$ cat config.mk
export PLATFORM = sky130hd
export DESIGN_NAME = spi_sample_xfer
export DESIGN_NICKNAME = d
export VERILOG_FILES = /design/src/rtl/pedal_pkg.sv /design/src/rtl/spi_clk_div.sv /design/src/rtl/spi_sample_xfer.sv
export SDC_FILE = /design/constraint.sdc
export NUM_CORES = 1
export LEC_CHECK = 0
export ABC_AREA = 1
export CAP_MARGIN = 30
export CORE_ASPECT_RATIO = 0.6
export CORE_MARGIN = 5
export CORE_UTILIZATION = 45
export CTS_BUF_LIST = sky130_fd_sc_hd__clkbuf_8
export DETAILED_ROUTE_END_ITERATION = 10
export PLACE_DENSITY = 0.74
export SLEW_MARGIN = 20
export SYNTH_ARGS = -nofsm -noshare
export SYNTH_HDL_FRONTEND = slang
export SYNTH_SLANG_ARGS = --single-unit
$ cat constraint.sdc
create_clock -name i_clk -period 2.1 [get_ports i_clk]
set_clock_uncertainty 0.1 [all_clocks]
set_input_delay 0.42 -clock i_clk [delete_from_list [all_inputs] [get_ports i_clk]]
set_output_delay 0.42 -clock i_clk [all_outputs]
set_load 0.01 [all_outputs]
$ cat src/rtl/pedal_pkg.sv
// Shared types and constants for the pedal sample path (SPI, compression, adder).
package pedal_pkg;

   localparam int SAMPLE_W = 16;

   typedef enum logic [1:0] {
      IDLE,
      SETUP,
      SHIFT,
      HOLD
   } state_t;

   // Width of an unsigned counter that must hold 0 .. n_states-1 (never below 1 bit).
   function automatic int cnt_width(input int n_states);
      return (n_states > 1) ? $clog2(n_states) : 1;
   endfunction

endpackage

$ cat src/rtl/spi_clk_div.sv
// SPI clock generator: sclk low for CLK_DIV cycles, then high for CLK_DIV cycles,
// with one-cycle strobes marking the clk edge on which sclk rises or falls.
module spi_clk_div
   import pedal_pkg::*;
#(
   parameter int CLK_DIV = 4
) (
   input  logic i_clk,
   input  logic i_rst_n,
   input  logic i_en,
   output logic o_sclk,
   output logic o_rise_stb,
   output logic o_fall_stb
);

   localparam int DIV_W = cnt_width(CLK_DIV);
   localparam logic [DIV_W-1:0] DIV_LAST = DIV_W'(CLK_DIV - 1);

   logic [DIV_W-1:0] r_div_cnt;
   logic             w_half_done;

   assign w_half_done = i_en & (r_div_cnt == DIV_LAST);

   // Strobes flag the edge on which sclk is about to toggle.
   assign o_rise_stb = w_half_done & ~o_sclk;
   assign o_fall_stb = w_half_done & o_sclk;

   // Half-period counter; held cleared with sclk low whenever the shifter is idle.
   always_ff @(posedge i_clk) begin
      if (!i_rst_n || !i_en) begin
         r_div_cnt <= '0;
         o_sclk    <= 1'b0;
      end else if (w_half_done) begin
         r_div_cnt <= '0;
         o_sclk    <= ~o_sclk;
      end else begin
         r_div_cnt <= r_div_cnt + 1'b1;
      end
   end

endmodule

$ cat src/rtl/spi_sample_xfer.sv
// Per-sample full-duplex SPI frame engine: each adc_clock rising edge sends the
// processed sample to the DAC on MOSI and captures the next ADC sample from MISO.
module spi_sample_xfer
   import pedal_pkg::*;
#(
   parameter int DATA_W   = SAMPLE_W,
   parameter int CLK_DIV  = 4,
   parameter int CS_SETUP = 2,
   parameter int CS_HOLD  = 2
) (
   input  logic              i_clk,
   input  logic              i_rst_n,
   input  logic              i_adc_clock,
   input  logic [DATA_W-1:0] i_dac_in,
   input  logic              i_miso,
   input  logic              i_overrun_clr,
   output logic              o_mosi,
   output logic              o_sclk,
   output logic              o_cs,
   output logic [DATA_W-1:0] o_adc_out,
   output logic              o_adc_valid,
   output logic              o_busy,
   output logic              o_overrun
);

   localparam int CNT_W = cnt_width((CS_SETUP > CS_HOLD) ? CS_SETUP : CS_HOLD);
   localparam int BIT_W = cnt_width(DATA_W);

   localparam logic [CNT_W-1:0] SETUP_LAST = CNT_W'(CS_SETUP - 1);
   localparam logic [CNT_W-1:0] HOLD_LAST  = CNT_W'(CS_HOLD - 1);
   localparam logic [BIT_W-1:0] BIT_LAST   = BIT_W'(DATA_W - 1);

   state_t            r_state;
   logic              r_adc_clock_q;
   logic [CNT_W-1:0]  r_cnt;
   logic [BIT_W-1:0]  r_bit_cnt;
   logic [DATA_W-1:0] r_tx_sr;
   logic [DATA_W-1:0] r_rx_sr;

   logic w_start;
   logic w_shift_en;
   logic w_rise;
   logic w_fall;

   // adc_clock is already synchronous to clk, so a single history flop suffices.
   assign w_start    = i_adc_clock & ~r_adc_clock_q;
   assign w_shift_en = (r_state == SHIFT);
   assign o_busy     = (r_state != IDLE);

   spi_clk_div #(
      .CLK_DIV (CLK_DIV)
   ) u_clk_div (
      .i_clk      (i_clk),
      .i_rst_n    (i_rst_n),
      .i_en       (w_shift_en),
      .o_sclk     (o_sclk),
      .o_rise_stb (w_rise),
      .o_fall_stb (w_fall)
   );

   // adc_clock history; resets high so a level held through reset is not an edge.
   // NOTE: every clocked block uses non-blocking assignments so all flops see
   // pre-edge values regardless of block evaluation order.
   always_ff @(posedge i_clk) begin
      if (!i_rst_n) r_adc_clock_q <= 1'b1;
      else          r_adc_clock_q <= i_adc_clock;
   end

   // Sticky overrun: an edge arriving while a frame is in flight; set beats clear.
   always_ff @(posedge i_clk) begin
      if (!i_rst_n)                   o_overrun <= 1'b0;
      else if (w_start && o_busy)     o_overrun <= 1'b1;
      else if (i_overrun_clr)         o_overrun <= 1'b0;
   end

   // Frame sequencer: IDLE -> SETUP (cs low) -> SHIFT (DATA_W bits) -> HOLD -> IDLE.
   // NOTE: the shift registers are reset along with the control state so a
   // frame aborted by reset leaves no stale partial word behind.
   always_ff @(posedge i_clk) begin
      if (!i_rst_n) begin
         r_state     <= IDLE;
         r_cnt       <= '0;
         r_bit_cnt   <= '0;
         r_tx_sr     <= '0;
         r_rx_sr     <= '0;
         o_cs        <= 1'b1;
         o_mosi      <= 1'b0;
         o_adc_out   <= '0;
         o_adc_valid <= 1'b0;
      end else begin
         o_adc_valid <= 1'b0;
         case (r_state)
            IDLE: begin
               if (w_start) begin
                  r_tx_sr <= i_dac_in;
                  o_mosi  <= i_dac_in[DATA_W-1];
                  o_cs    <= 1'b0;
                  r_cnt   <= '0;
                  r_state <= SETUP;
               end
            end
            SETUP: begin
               if (r_cnt == SETUP_LAST) begin
                  r_cnt     <= '0;
                  r_bit_cnt <= '0;
                  r_state   <= SHIFT;
               end else begin
                  r_cnt <= r_cnt + 1'b1;
               end
            end
            SHIFT: begin
               if (w_rise) r_rx_sr <= {r_rx_sr[DATA_W-2:0], i_miso};
               if (w_fall) begin
                  if (r_bit_cnt == BIT_LAST) begin
                     o_mosi  <= 1'b0;
                     r_cnt   <= '0;
                     r_state <= HOLD;
                  end else begin
                     r_tx_sr   <= r_tx_sr << 1;
                     o_mosi    <= r_tx_sr[DATA_W-2];
                     r_bit_cnt <= r_bit_cnt + 1'b1;
                  end
               end
            end
            HOLD: begin
               if (r_cnt == HOLD_LAST) begin
                  o_cs        <= 1'b1;
                  o_adc_out   <= r_rx_sr;
                  o_adc_valid <= 1'b1;
                  r_state     <= IDLE;
               end else begin
                  r_cnt <= r_cnt + 1'b1;
               end
            end
            default: r_state <= IDLE;
         endcase
      end
   end

endmodule

Word level (Yosys, flattened, before mapping):

Cells that the tools add are included.
W data, S select, Z words.

* reductions and logical operators: 20
* bitwise operators: 6
* eq/ne operators: 11
* add/subtract/negate cells: 3
* muxes and demuxes: 29

Operators with widths (number)
* $mux W15: 3
* $pmux W15 S2: 1
* $mux W1: 12
* $mux W4: 3
* $ne A2 B2 Y1 const B: 6
* $mux W2: 5
* $reduce_bool A2 Y1: 5
* $reduce_and A3 Y1: 3
* $pmux W2 S4: 1
* $pmux W4 S2: 1
* $reduce_and A4 Y1: 2
* $eq A2 B2 Y1 const B: 3
* $reduce_and A2 Y1: 3
* $reduce_and A5 Y1: 1
* $add A4 B1 Y4 const B: 1
* $and A1 B1 Y1: 4
* $eq A4 B4 Y1 const B: 1
* $pmux W1 S2: 2
* $pmux W1 S4: 1
* $add A2 B1 Y2 const B: 1
* $eq A2 B1 Y1 const B: 1
* $logic_not A1 Y1: 2
* $logic_not A2 Y1: 1
* $not A1 Y1: 2
* other kinds (4): 4

* output and inout bits: 22
* register bits after elaboration: 62
* input port bits: 21
* word-level logic and storage cells: 82

Logic depth before layout (Yosys ltp):

* depth after elaboration: 5
* mapped depth: 10
* depth with buffers taken out: 9

Cells and area by module:

A second synthesis with hierarchy kept.

* cell total of the unflattened synthesis: 373
* area total of the unflattened synthesis: 2697.6 um2

By module, submodules not included
* spi_sample_xfer: times used 1, seq. area each 1181.1 um2, area an instance 2566.2 um2, cells an instance 356
* spi_clk_div: times used 1, seq. area each 60.1 um2, area an instance 131.4 um2, cells an instance 17

Worst setup path after synthesis:

No wires, ideal clock.

* kind: register to register
* start point: reg r_state[0]
* end point: reg r_tx_sr[10]
* setup slack: 491 ps
* library setup time: 112 ps
* arrival time: 1397 ps
* cell stages (with the launch flop): 10
* clock period less this slack: 1609 ps
* buffers on the path: 3
* data required time: 1888 ps
* cells stage by stage: dfxtp_1 -> inv_1 -> ha_1 -> buf_6 -> o21ai_2 -> nand3_2 -> buf_6 -> buf_8 -> nor2_2 -> nor2_1

* cells in the longest elaborated chain, start to end: 5
* elaborated cells on any way between the ends: 10
* classes of those cells: eq/ne: 4; mux: 1; bitwise: 2; reduce/logical: 3

RTL lines
* start, declared: line spi_sample_xfer.sv:33 `state_t r_state;`
* start signal, assigned: line spi_sample_xfer.sv:81 `r_state <= IDLE;`
* start signal, assigned: line spi_sample_xfer.sv:99 `r_state <= SETUP;`
* start signal, assigned: line spi_sample_xfer.sv:106 `r_state <= SHIFT;`
* $eq A2 B2 Y1: line spi_sample_xfer.sv:47, spi_sample_xfer.sv:92
* $and A1 B1 Y1: line spi_clk_div.sv:22 `assign w_half_done = i_en & (r_div_cnt == DIV_LAST);`
* $and A1 B1 Y1: line spi_clk_div.sv:26 `assign o_fall_stb = w_half_done & o_sclk;`
* $ne A2 B2 Y1 (no source line)
* $reduce_and A4 Y1 (no source line)
* end signal, assigned: line spi_sample_xfer.sv:95 `r_tx_sr <= i_dac_in;`
* end signal, assigned: line spi_sample_xfer.sv:119 `r_tx_sr <= r_tx_sr << 1;`
* end, declared: line spi_sample_xfer.sv:37 `logic [DATA_W-1:0] r_tx_sr;`

Parallel ways exist; a longest one is shown, timed or not.
A chain may end at the register's enable or synchronous reset.

Final worst setup path:

* start point: reg r_state[0]
* end point: out o_busy

* cells in the longest elaborated chain, start to end: 1

RTL lines
* $reduce_bool A2 Y1: line spi_sample_xfer.sv:48 `assign o_busy = (r_state != IDLE);`
* end, declared: line spi_sample_xfer.sv:22 `output logic o_busy,`

No other way between the ends.

==> impl_metrics.xml <==
<?xml version="1.0" encoding="UTF-8"?>
<metrics>
  <group name="outcome">
    <metric name="run_status" unit="">completed</metric>
  </group>
  <group name="logic_synthesis">
    <metric name="yosys_register_bits" unit="">62</metric>
    <metric name="syn_nets" unit="">406</metric>
    <metric name="syn-cell-area" unit="sq um">2690</metric>
    <metric name="post_synth_num_cell_types" unit="">25</metric>
    <metric name="syn_area_per_cell" unit="sq um">7.09</metric>
    <metric name="ys_seq_area_share" unit="%">46.2</metric>
    <metric name="synth_cells" unit="">379</metric>
    <metric name="yosys_warnings" unit="">0</metric>
  </group>
  <group name="setup_path">
    <metric name="critical_path_peak_fanout" unit="">4</metric>
    <metric name="timing.critical_path.from_type" unit="">register</metric>
    <metric name="critical_path.endpoint_type" unit="">primary output</metric>
    <metric name="worst_ep_required_time" unit="ns">1.58</metric>
    <metric name="crit_type" unit="">register to primary output</metric>
    <metric name="cp.arrival" unit="ns">1.43</metric>
  </group>
  <group name="power_and_ir_drop">
    <metric name="vdd_ir_drop_max" unit="mV">0.470</metric>
    <metric name="total_leakage_power" unit="nW">1.54</metric>
    <metric name="pwr_density_cell" unit="nW/um^2">1180</metric>
    <metric name="totalPowerFinal" unit="W">0.00400</metric>
  </group>
  <group name="route">
    <metric name="remaining_drc_errors" unit="">0</metric>
    <metric name="dr_total_vias" unit="">2365</metric>
    <metric name="post_drt_via_cell_ratio" unit="">4.67</metric>
    <metric name="drt_first_iter_violations" unit="">123</metric>
    <metric name="first_pass_iteration_count_of_the_detailed_router" unit="">4</metric>
    <metric name="wl" unit="um">5500</metric>
    <metric name="detail_route.wl_per_cell" unit="um">10.9</metric>
    <metric name="antenna_violating_nets_post_route" unit="">0</metric>
  </group>
  <group name="sta">
    <metric name="timing_hold_violations_final" unit="">0</metric>
    <metric name="post-route-period-util" unit="%">92.9</metric>
    <metric name="fin_setup_tns" unit="ns">0</metric>
    <metric name="worst_slew_pin_slew" unit="ns">0.487</metric>
    <metric name="worst_slew_margin_rel" unit="%">67.3</metric>
    <metric name="rsz0062_at_grt" unit="">false</metric>
    <metric name="final-max-slew-violation-count" unit="">0</metric>
    <metric name="timing.fmax" unit="MHz">513</metric>
    <metric name="finalSetupViolCount" unit="">0</metric>
    <metric name="layout_min_cycle_time" unit="ns">1.95</metric>
  </group>
  <group name="grt">
    <metric name="globalRouteOverflowTotal" unit="">0</metric>
    <metric name="grt_pass1_wl" unit="um">9450</metric>
    <metric name="pin_count_of_the_biggest_net_entering_global_routing" unit="">36</metric>
    <metric name="track_usage" unit="%">15.3</metric>
    <metric name="number_of_global_route_vias_before_repair" unit="">2119</metric>
    <metric name="grt_antenna_before_repair" unit="">0</metric>
  </group>
  <group name="clock_network">
    <metric name="clk_path_buf_depth" unit="">2</metric>
    <metric name="cts_root_buffer" unit="">sky130_fd_sc_hd__clkbuf_8</metric>
    <metric name="clk_transition_reported_paths" unit="ns">0.06</metric>
    <metric name="tritoncts" unit="">built</metric>
    <metric name="cts_hold_repair.buffers" unit="">0</metric>
    <metric name="cts_buffers" unit="">9</metric>
    <metric name="cts.sink_count" unit="">62</metric>
    <metric name="insertion_delay" unit="ns">0.33</metric>
    <metric name="postCtsSetupBuffers" unit="">0</metric>
    <metric name="htree_levels" unit="">3</metric>
  </group>
  <group name="floorplanning">
    <metric name="dieWidth" unit="um">110</metric>
    <metric name="std_cell_rows" unit="">21</metric>
    <metric name="initial_utilization" unit="%">47.4</metric>
    <metric name="chipHeight" unit="um">69.9</metric>
    <metric name="ios" unit="">43</metric>
    <metric name="core_region_area" unit="sq um">5680</metric>
    <metric name="die-area" unit="sq um">7670</metric>
  </group>
  <group name="final_layout">
    <metric name="final_cell_mix" unit="">sky130_fd_sc_hd__nor2_1, sky130_fd_sc_hd__nand2_1, sky130_fd_sc_hd__dfxtp_1, sky130_fd_sc_hd__clkdlybuf4s50_1, sky130_fd_sc_hd__o21ai_0</metric>
    <metric name="commonest_non_fill_non_tap_cell_in_the_layout" unit="">sky130_fd_sc_hd__nor2_1</metric>
    <metric name="flow.area_growth_from_synthesis" unit="%">25.8</metric>
    <metric name="diodes" unit="">0</metric>
    <metric name="finish.net_count" unit="">448</metric>
    <metric name="post_route_cells_drive_above_1_share" unit="%">10.1</metric>
  </group>
  <group name="place">
    <metric name="port-buffer-count" unit="">42</metric>
    <metric name="dp_hpwl" unit="um">3890</metric>
    <metric name="gp_routability_congestion" unit="">0.780</metric>
  </group>
  <group name="hold_path">
    <metric name="worst_hold_path_type" unit="">register to register</metric>
  </group>
  <group name="job">
    <metric name="maxCapViolations" unit="">0</metric>
  </group>
</metrics>
## final timing paths
check,startpoint,endpoint,slack (ns),cells after the start
setup / recovery,r_state[0],o_busy,0.15,4
hold / removal,u_clk_div.r_div_cnt[0],u_clk_div.r_div_cnt[0],0.34,1
setup reg to reg,r_state[0],r_rx_sr[5],0.29,7
hold reg to reg,u_clk_div.r_div_cnt[0],u_clk_div.r_div_cnt[0],0.34,1
## what timing repair did
action	CTS	global route
pin swaps	0	0
gates resized for setup	1	2
setup endpoints to repair	1	3
## through the flow
stage	util, %	cell area, sq um	hold slack, ns	instances	setup slack (ns)
finish	59.6	3380	0.337	506	0.149
CTS	59.5	3380	0.336	506	0.0944
floorplan	-	2690	0.308	379	0.491
global route	59.6	3380	0.346	506	0.0410
detailed placement	56.0	3180	0.326	490	0.164
global placement	56.0	3180	0.317	490	0.237
## sequential cells by signal, summed over array words and instances, names as in the netlist
| register | count |
|---|---|
| o_cs | 1 |
| o_adc_out | 16 |
| r_rx_sr | 16 |
| r_adc_clock_q | 1 |
| o_mosi | 1 |
| o_adc_valid | 1 |
| r_bit_cnt | 4 |
| u_clk_div.o_sclk | 1 |
| u_clk_div.r_div_cnt | 2 |
| r_cnt | 1 |
| r_tx_sr | 15 |
| r_state | 2 |
| o_overrun | 1 |
## logic make-up after synthesis
kind of cell	count (synthesis)	synth area share (%)
flops	62	46.2
fa+ha+maj	6	2.79
simple gates	201	31.0
buf+inv	49	8.15
compound gates	61	11.9
## area by class of cell
class,count,area [sq um]
Inverter,32,120
Fill cell,545,2290
Clock inverter,5,48.8
Sequential cell,62,1240
Multi-Input combinational cell,268,1230
Tap cell,80,100
Timing Repair Buffer,48,489
Clock buffer,11,151
## metal layers
metal	wire [um]	vias to the layer above	global-route usage [%]
met5	0	-	0
met3	354	2	5.89
met1	2810	1032	21.4
met2	2320	60	22.0
li1	-	1271	-
met4	19	0	3.87
## report_power, final
group          switching, W  total (W)  internal [W]  leakage [nW]
Sequential        0.0000949    0.00148       0.00139         0.504
Combinational      0.000913    0.00149      0.000576         0.929
Clock              0.000426    0.00103      0.000602         0.110
## worst max-delay path, cell delays in order, from the launching register on
cell and delay (ns):
sky130_fd_sc_hd__dfxtp_1 0.38, sky130_fd_sc_hd__inv_1 0.08, sky130_fd_sc_hd__ha_1 0.25, sky130_fd_sc_hd__inv_2 0.11, sky130_fd_sc_hd__dlygate4sd2_1 0.27
## Yosys cell counts
master	count	area share (%)
sky130_fd_sc_hd__nor2_2	10	2.3
sky130_fd_sc_hd__nand2_2	1	0.23
sky130_fd_sc_hd__nor2_1	93	13
sky130_fd_sc_hd__ha_1	6	2.8
sky130_fd_sc_hd__buf_2	7	1.3
sky130_fd_sc_hd__or2_2	2	0.47
sky130_fd_sc_hd__nand2_1	77	11
sky130_fd_sc_hd__inv_2	2	0.28
sky130_fd_sc_hd__nor3_1	2	0.37
sky130_fd_sc_hd__o21ai_0	40	7.4
sky130_fd_sc_hd__dfxtp_1	62	46
sky130_fd_sc_hd__nor2_4	1	0.42
sky130_fd_sc_hd__nand3_1	9	1.7
sky130_fd_sc_hd__clkinv_1	1	0.14
sky130_fd_sc_hd__nand4_1	3	0.70
sky130_fd_sc_hd__a21oi_4	1	0.61
sky130_fd_sc_hd__o21ai_2	1	0.33
sky130_fd_sc_hd__clkbuf_1	7	0.98
sky130_fd_sc_hd__nor3b_1	1	0.28
sky130_fd_sc_hd__a21oi_1	12	2.2
sky130_fd_sc_hd__buf_6	2	0.84
sky130_fd_sc_hd__buf_8	1	0.56
sky130_fd_sc_hd__o21ai_1	7	1.3
sky130_fd_sc_hd__nand3_2	2	0.74
sky130_fd_sc_hd__inv_1	29	4.1
(Power assumes the default switching activity.)
